<file path="config.mk">
export PLATFORM = sky130hd
export DESIGN_NAME = ac_motor_ramp_sequencer
export DESIGN_NICKNAME = d
export VERILOG_FILES = /design/src/rtl/ac_motor_ramp_sequencer.sv
export SDC_FILE = /design/constraint.sdc
export NUM_CORES = 1
export LEC_CHECK = 0
export BUFFER_PORTS_ARGS = -buffer_cell sky130_fd_sc_hd__buf_2
export CORE_ASPECT_RATIO = 1.2
export CORE_MARGIN = 8
export CORE_UTILIZATION = 56
export CTS_CLUSTER_SIZE = 12
export DETAILED_ROUTE_END_ITERATION = 10
export PLACE_DENSITY_LB_ADDON = 0.05
export SYNTH_ARGS = -nofsm -noshare
export SYNTH_HDL_FRONTEND = slang
export SYNTH_SLANG_ARGS = --single-unit
</file>
<file path="constraint.sdc">
create_clock -name CLK -period 4.6 [get_ports CLK]
set_clock_uncertainty 0.2 [all_clocks]
set_input_delay 0.23 -clock CLK [delete_from_list [all_inputs] [get_ports CLK]]
set_output_delay 0.23 -clock CLK [all_outputs]
set_load 0.02 [all_outputs]
</file>
<file path="src/rtl/ac_motor_ramp_sequencer.sv">
`default_nettype none
// ============================================================================
// Module   : ac_motor_ramp_sequencer
// Purpose  : Soft-start / soft-stop sequencer for the AC motor control stage.
//            Slews POWER toward TARGET by STEP_SIZE every STEP_DIV clocks,
//            holds it in RUN, ramps down (or cuts) on disable, forces zero
//            power on FAULT, and passes the mode/delay/U-min word through
//            only while idle.
// Macro    : AC_MOTOR_SOFT_STOP_EN - when defined, dropping ENABLE in
//            RAMP/RUN ramps POWER down through STOP; when undefined, POWER
//            is cut and the sequencer returns straight to IDLE.
// Ports    : CLK, RESET (async, active-high)
//            ENABLE, FAULT, FAULT_CLR     - run / fault-stop / fault-ack
//            TARGET[RESOLUTION_BITS]      - requested power setpoint
//            CFG_MOD_DELAY_UMIN[16]       - requested config word
//            POWER[RESOLUTION_BITS]       - power word to motor stage
//            MOD_DELAY_UMIN[16]           - config word to motor stage
//            STATE[3], AT_TARGET, BUSY    - status
// Revision : 1.0 - initial release
// ============================================================================
module ac_motor_ramp_sequencer #(
    parameter int RESOLUTION_BITS = 12,
    parameter int STEP_DIV        = 1000,
    parameter int STEP_SIZE       = 1
) (
    input  logic                       CLK,
    input  logic                       RESET,
    input  logic                       ENABLE,
    input  logic                       FAULT,
    input  logic                       FAULT_CLR,
    input  logic [RESOLUTION_BITS-1:0] TARGET,
    input  logic [15:0]                CFG_MOD_DELAY_UMIN,
    output logic [RESOLUTION_BITS-1:0] POWER,
    output logic [15:0]                MOD_DELAY_UMIN,
    output logic [2:0]                 STATE,
    output logic                       AT_TARGET,
    output logic                       BUSY
);

    typedef enum logic [2:0] {
        ST_IDLE  = 3'd0,
        ST_RAMP  = 3'd1,
        ST_RUN   = 3'd2,
        ST_STOP  = 3'd3,
        ST_FAULT = 3'd4
    } state_t;

    localparam int                         c_presc_w    = (STEP_DIV > 1) ? $clog2(STEP_DIV) : 1;
    localparam logic [c_presc_w-1:0]       c_presc_last = c_presc_w'(STEP_DIV - 1);
    localparam logic [RESOLUTION_BITS:0]   c_step       = (RESOLUTION_BITS + 1)'(STEP_SIZE);
    localparam logic [15:0]                c_cfg_reset  = 16'hFF00;

    state_t                       state_q, state_d;
    logic [RESOLUTION_BITS-1:0]   power_q, power_d;
    logic [15:0]                  cfg_q, cfg_d;
    logic [c_presc_w-1:0]         presc_q, presc_d;
    logic                         at_target_q, busy_q;

    // Step arithmetic is done one bit wider so overflow/underflow is visible
    // and the result can be clamped instead of wrapping.
    logic [RESOLUTION_BITS:0]     w_up, w_dn;
    logic [RESOLUTION_BITS-1:0]   w_up_sat, w_dn_sat;
    logic                         w_tick;

    assign w_tick   = (presc_q == c_presc_last);
    assign w_up     = {1'b0, power_q} + c_step;
    assign w_dn     = {1'b0, power_q} - c_step;
    assign w_up_sat = (w_up > {1'b0, TARGET}) ? TARGET : w_up[RESOLUTION_BITS-1:0];
    // w_dn MSB set means the subtraction borrowed below zero.
    assign w_dn_sat = (w_dn[RESOLUTION_BITS] || (w_dn[RESOLUTION_BITS-1:0] < TARGET))
                      ? TARGET : w_dn[RESOLUTION_BITS-1:0];
`ifdef AC_MOTOR_SOFT_STOP_EN
    logic [RESOLUTION_BITS-1:0]   w_dn_floor;
    assign w_dn_floor = w_dn[RESOLUTION_BITS] ? '0 : w_dn[RESOLUTION_BITS-1:0];
`endif

    always_comb begin
        state_d = state_q;
        power_d = power_q;
        cfg_d   = cfg_q;
        // Prescaler is zero outside counting, so every RAMP/STOP entry
        // starts a fresh step period.
        presc_d = '0;

        if (state_q == ST_IDLE) begin
            cfg_d = CFG_MOD_DELAY_UMIN;
        end

        if (FAULT) begin
            state_d = ST_FAULT;
            power_d = '0;
        end else begin
            case (state_q)
                ST_IDLE: begin
                    power_d = '0;
                    if (ENABLE) begin
                        state_d = ST_RAMP;
                    end
                end
                ST_RAMP: begin
                    // Disable wins over a coincident tick: no step taken.
                    if (!ENABLE) begin
`ifdef AC_MOTOR_SOFT_STOP_EN
                        state_d = ST_STOP;
`else
                        state_d = ST_IDLE;
                        power_d = '0;
`endif
                    end else if (power_q == TARGET) begin
                        state_d = ST_RUN;
                    end else if (w_tick) begin
                        power_d = (power_q < TARGET) ? w_up_sat : w_dn_sat;
                    end else begin
                        presc_d = presc_q + 1'b1;
                    end
                end
                ST_RUN: begin
                    if (!ENABLE) begin
`ifdef AC_MOTOR_SOFT_STOP_EN
                        state_d = ST_STOP;
`else
                        state_d = ST_IDLE;
                        power_d = '0;
`endif
                    end else if (power_q != TARGET) begin
                        state_d = ST_RAMP;
                    end
                end
`ifdef AC_MOTOR_SOFT_STOP_EN
                ST_STOP: begin
                    if (ENABLE) begin
                        state_d = ST_RAMP;
                    end else if (power_q == '0) begin
                        state_d = ST_IDLE;
                    end else if (w_tick) begin
                        power_d = w_dn_floor;
                    end else begin
                        presc_d = presc_q + 1'b1;
                    end
                end
`endif
                ST_FAULT: begin
                    power_d = '0;
                    if (FAULT_CLR && !ENABLE) begin
                        state_d = ST_IDLE;
                    end
                end
                default: begin
                    // Illegal encodings fall into the safe state.
                    state_d = ST_FAULT;
                    power_d = '0;
                end
            endcase
        end
    end

    always_ff @(posedge CLK or posedge RESET) begin
        if (RESET) begin
            state_q     <= ST_IDLE;
            power_q     <= '0;
            cfg_q       <= c_cfg_reset;
            presc_q     <= '0;
            at_target_q <= 1'b0;
            busy_q      <= 1'b0;
        end else begin
            state_q     <= state_d;
            power_q     <= power_d;
            cfg_q       <= cfg_d;
            presc_q     <= presc_d;
            at_target_q <= (state_d == ST_RUN);
            busy_q      <= (state_d != ST_IDLE);
        end
    end

    assign POWER          = power_q;
    assign MOD_DELAY_UMIN = cfg_q;
    assign STATE          = state_q;
    assign AT_TARGET      = at_target_q;
    assign BUSY           = busy_q;

endmodule
`default_nettype wire

</file>
==> run_results.csv <==
group,metric,value,unit
logic_synthesis,synth_top_cell_area_share,27.5,%
floorplanning,coreArea,0.00556,mm^2
setup_path,crit_path_max_fanout,10,
floorplanning,num_rows,30,
cts,htree_levels,2,
timing,worst_slew_margin_rel,16.5,%
logic_synthesis,synthesis.yosys.warnings,0,
logic_synthesis,synth_edf_count,0,
layout,diodes,0,
grt,pin_count_of_the_biggest_net_entering_global_routing,44,
cts,clk_root_buffer_cell,"sky130_fd_sc_hd__clkbuf_8",
layout,layout-drive-gt1-share,26.9,%
logic_synthesis,synth_flop_cell,"sky130_fd_sc_hd__dfrtp_1",
grt,grt_pass1_vias,2994,
cts,clock_insertion_delay_worst_skew,300,ps
route,drt_first_pass_iters,4,
timing,period_minus_slack,4050,ps
setup_path,worst_case_reg_to_reg_path_depth,14,
layout,ff_latch_area,0.00109,mm^2
timing,layout_worst_path_cycle_share,88.0,%
layout,multi_input_comb_area,0.00196,mm^2
logic_synthesis,synth_area_per_cell,9.52,um^2
power,power_density,233,mW/mm^2
floorplanning,horizontal_die_dimension,84.8,um
min_path,min_delay_path_class,"input pin to flop",
logic_synthesis,mappedNetlistNets,405,
timing,worst-slew-pin-transition,1250,ps
route,routed_wl,8520,um
logic_synthesis,synth_seq_cells,43,
grt,grt_first_pass_wirelength,14500,um
timing,timing.final.ws_setup,551,ps
setup_path,crit_required,4600,ps
cts,max-clock-path-buffers,2,
setup_path,worst_setup_path_end_kind,"flop",
logic_synthesis,netlist_top_cells_area,"sky130_fd_sc_hd__dfrtp_1 28%, sky130_fd_sc_hd__ha_1 15%, sky130_fd_sc_hd__dfstp_2 6.6%",
logic_synthesis,cell_count_after_synthesis,334,
cts,postCtsSetupBuffers,0,
cts,clk_transition_reported_paths,90,ps
logic_synthesis,syn-cell-area,0.00318,mm^2
setup_path,critical_path_arrival,4050,ps
route,drt_first_iter_violations,97,
placement,dp_hpwl,6320,um
cts,cts_inserted_buffers,5,
logic_synthesis,ys_types,52,
layout,area_growth_syn_to_layout,19.8,%
logic_synthesis,postSynth.asyncResetShare,100,%
floorplanning,chipHeight,98.5,um
timing,final_slew_viol_count,0,
grt,grt-ovfl-total,0,
route,num_vias,2797,
route,drtAntennaViolNets,0,
logic_synthesis,netlist_top_cells_count,"38 x sky130_fd_sc_hd__ha_1, 35 x sky130_fd_sc_hd__dfrtp_1, 26 x sky130_fd_sc_hd__nand2_1",
timing,totalNegativeSetupSlack,0,ps
cts,tritoncts,"done",
placement,pre_cts_ws,598,ps
min_path,min_path_cells,3,
route,wl_per_cell,17.9,um
cts,postCtsResizedCells,0,
setup_path,criticalPathCategory,"flop to flop",
grt,grt_antenna_before_repair,0,
cts,cts_sinks,43,
logic_synthesis,yosysTopAreaCell,"sky130_fd_sc_hd__dfrtp_1",
route,routed_via_density,5.88,
floorplanning,fp.dieArea,0.00835,mm^2
logic_synthesis,ys_seq_area_share,34.2,%
placement,final_weighted_congestion_in_routability_driven_placement,0.888,
placement,buffers_on_ports,65,
setup_path,startpoint_type,"flop",
timing,setup_violation_total_in_the_final_timing_report,0,
layout,stdcell_area,0.00381,mm^2
layout,total_nets_final,482,
logic_synthesis,synth.most_common_cell,"sky130_fd_sc_hd__ha_1",
grt,grt.total_usage,21.2,%
timing,max_freq,247,MHz
run_status,result_of_the_run,"finished clean",
timing,timing.hold.ws,78.2,ps
power,ir_worst_vdd,0.264,mV
floorplanning,ios,66,
placement,postPlaceCellArea,0.00353,mm^2
layout,num-fill-cells,449,
power,static-leakage-power,0.00180,uW
floorplanning,start_util,57.2,%
timing,grt_setup_unrepaired,"no",
route,route.detailed.drc,0,
timing,timing.final.hold_violations,0,
job,maxCapViolCount,0,
[state kept, by name (all words and copies together), names as in the netlist]
signal / flops
STATE: 3
BUSY: 1
MOD_DELAY_UMIN: 16
presc_q: 10
POWER: 12
AT_TARGET: 1
[final timing paths]
path / endpoint / slack (ps) / startpoint
hold reg to reg: MOD_DELAY_UMIN[2] / 310 / MOD_DELAY_UMIN[2]
min in group asynchronous: AT_TARGET / 410 / RESET
max in group asynchronous: presc_q[1] / 3400 / RESET
setup reg to reg: POWER[4] / 550 / POWER[0]
hold / removal: POWER[0] / 80 / TARGET[0]
setup / recovery: POWER[4] / 550 / POWER[0]
[logic make-up (layout without fill, tap and decap cells)]
kind of cell,count (synthesis),count (layout),synth area share [%]
mux,18,18,6.30
simple gates,120,120,20.1
flops,43,43,34.2
fa+ha+maj,39,39,15.3
buf+inv,32,110,4.21
xor+xnor,26,26,7.16
compound gates,56,56,12.8
[layer usage]
metal / wire length (um) / vias to the layer above / GRT usage (%) / share of wire, %
met3: 441 / 15 / 5.16 / 5.2
met4: 160 / 0 / 5.91 / 1.9
met1: 3380 / 1344 / 23.2 / 40
met5: 0 / - / 0 / 0
met2: 4550 / 77 / 39.3 / 53
li1: - / 1361 / - / -
[worst max-delay path: stages (launching register included)]
cell and delay [ps]:
sky130_fd_sc_hd__dfrtp_1 480, sky130_fd_sc_hd__inv_1 140, sky130_fd_sc_hd__ha_1 180, sky130_fd_sc_hd__nor3b_2 220, sky130_fd_sc_hd__nand2_1 90, sky130_fd_sc_hd__or2_1 270
sky130_fd_sc_hd__nor4_1 230, sky130_fd_sc_hd__xor2_1 240, sky130_fd_sc_hd__ha_1 280, sky130_fd_sc_hd__nand4_1 130, sky130_fd_sc_hd__a21oi_1 70, sky130_fd_sc_hd__a2111oi_2 620
sky130_fd_sc_hd__or3_1 430, sky130_fd_sc_hd__o22ai_1 140, sky130_fd_sc_hd__o31ai_1 230
[per-stage QoR]
stage | total power (uW) | utilization [%] | cells
detailed placement | 624 | 63.6 | 450
floorplan | 556 | - | 334
finish | 886 | 68.6 | 476
global placement | 620 | 63.6 | 450
global route | 933 | 68.6 | 476
CTS | 895 | 68.6 | 476
[where the power goes]
| part | switching [uW] | internal (uW) | leakage [uW] |
|---|---|---|---|
| clock | 132 | 123 | 0.0000474 |
| combinational | 109 | 83.5 | 0.00121 |
| sequential | 17.2 | 422 | 0.000547 |
[area by class of cell]
| class | count | area share [%] |
|---|---|---|
| clock buffers | 6 | 2.17 |
| inverters | 18 | 1.77 |
| repair buffers | 84 | 13.5 |
| clock inverters | 2 | 0.427 |
| multi-input cells | 259 | 51.6 |
| well taps | 64 | 2.10 |
| flip-flops and latches | 43 | 28.5 |
[cells in the final DEF (no fill, tap or decap), types with 3 or more instances in the layout]
master                          instances
sky130_fd_sc_hd__a211oi_1               4
sky130_fd_sc_hd__a21o_1                 4
sky130_fd_sc_hd__a21oi_1               13
sky130_fd_sc_hd__and2_1                 3
sky130_fd_sc_hd__and3_1                 4
sky130_fd_sc_hd__buf_2                 65
sky130_fd_sc_hd__clkbuf_8               6
sky130_fd_sc_hd__dfrtp_1               35
sky130_fd_sc_hd__dfstp_2                8
sky130_fd_sc_hd__dlygate4sd3_1         18
sky130_fd_sc_hd__ha_1                  38
sky130_fd_sc_hd__inv_1                 18
sky130_fd_sc_hd__mux2_2                16
sky130_fd_sc_hd__nand2_1               26
sky130_fd_sc_hd__nand2b_1               5
sky130_fd_sc_hd__nand3_1               18
sky130_fd_sc_hd__nand4_1                6
sky130_fd_sc_hd__nor2_1                25
sky130_fd_sc_hd__nor3_1                 9
sky130_fd_sc_hd__nor3_2                 4
sky130_fd_sc_hd__o211ai_1               3
sky130_fd_sc_hd__o22ai_1                8
sky130_fd_sc_hd__o31ai_1               10
sky130_fd_sc_hd__or3_1                  4
sky130_fd_sc_hd__xnor2_1               10
sky130_fd_sc_hd__xor2_1                16
[timing repair]
action,in CTS,in global routing
hold buffers,18,0
hold endpoints to repair,52,0
endpoints found under the setup margin,0,0
(Power assumes the default switching activity.)
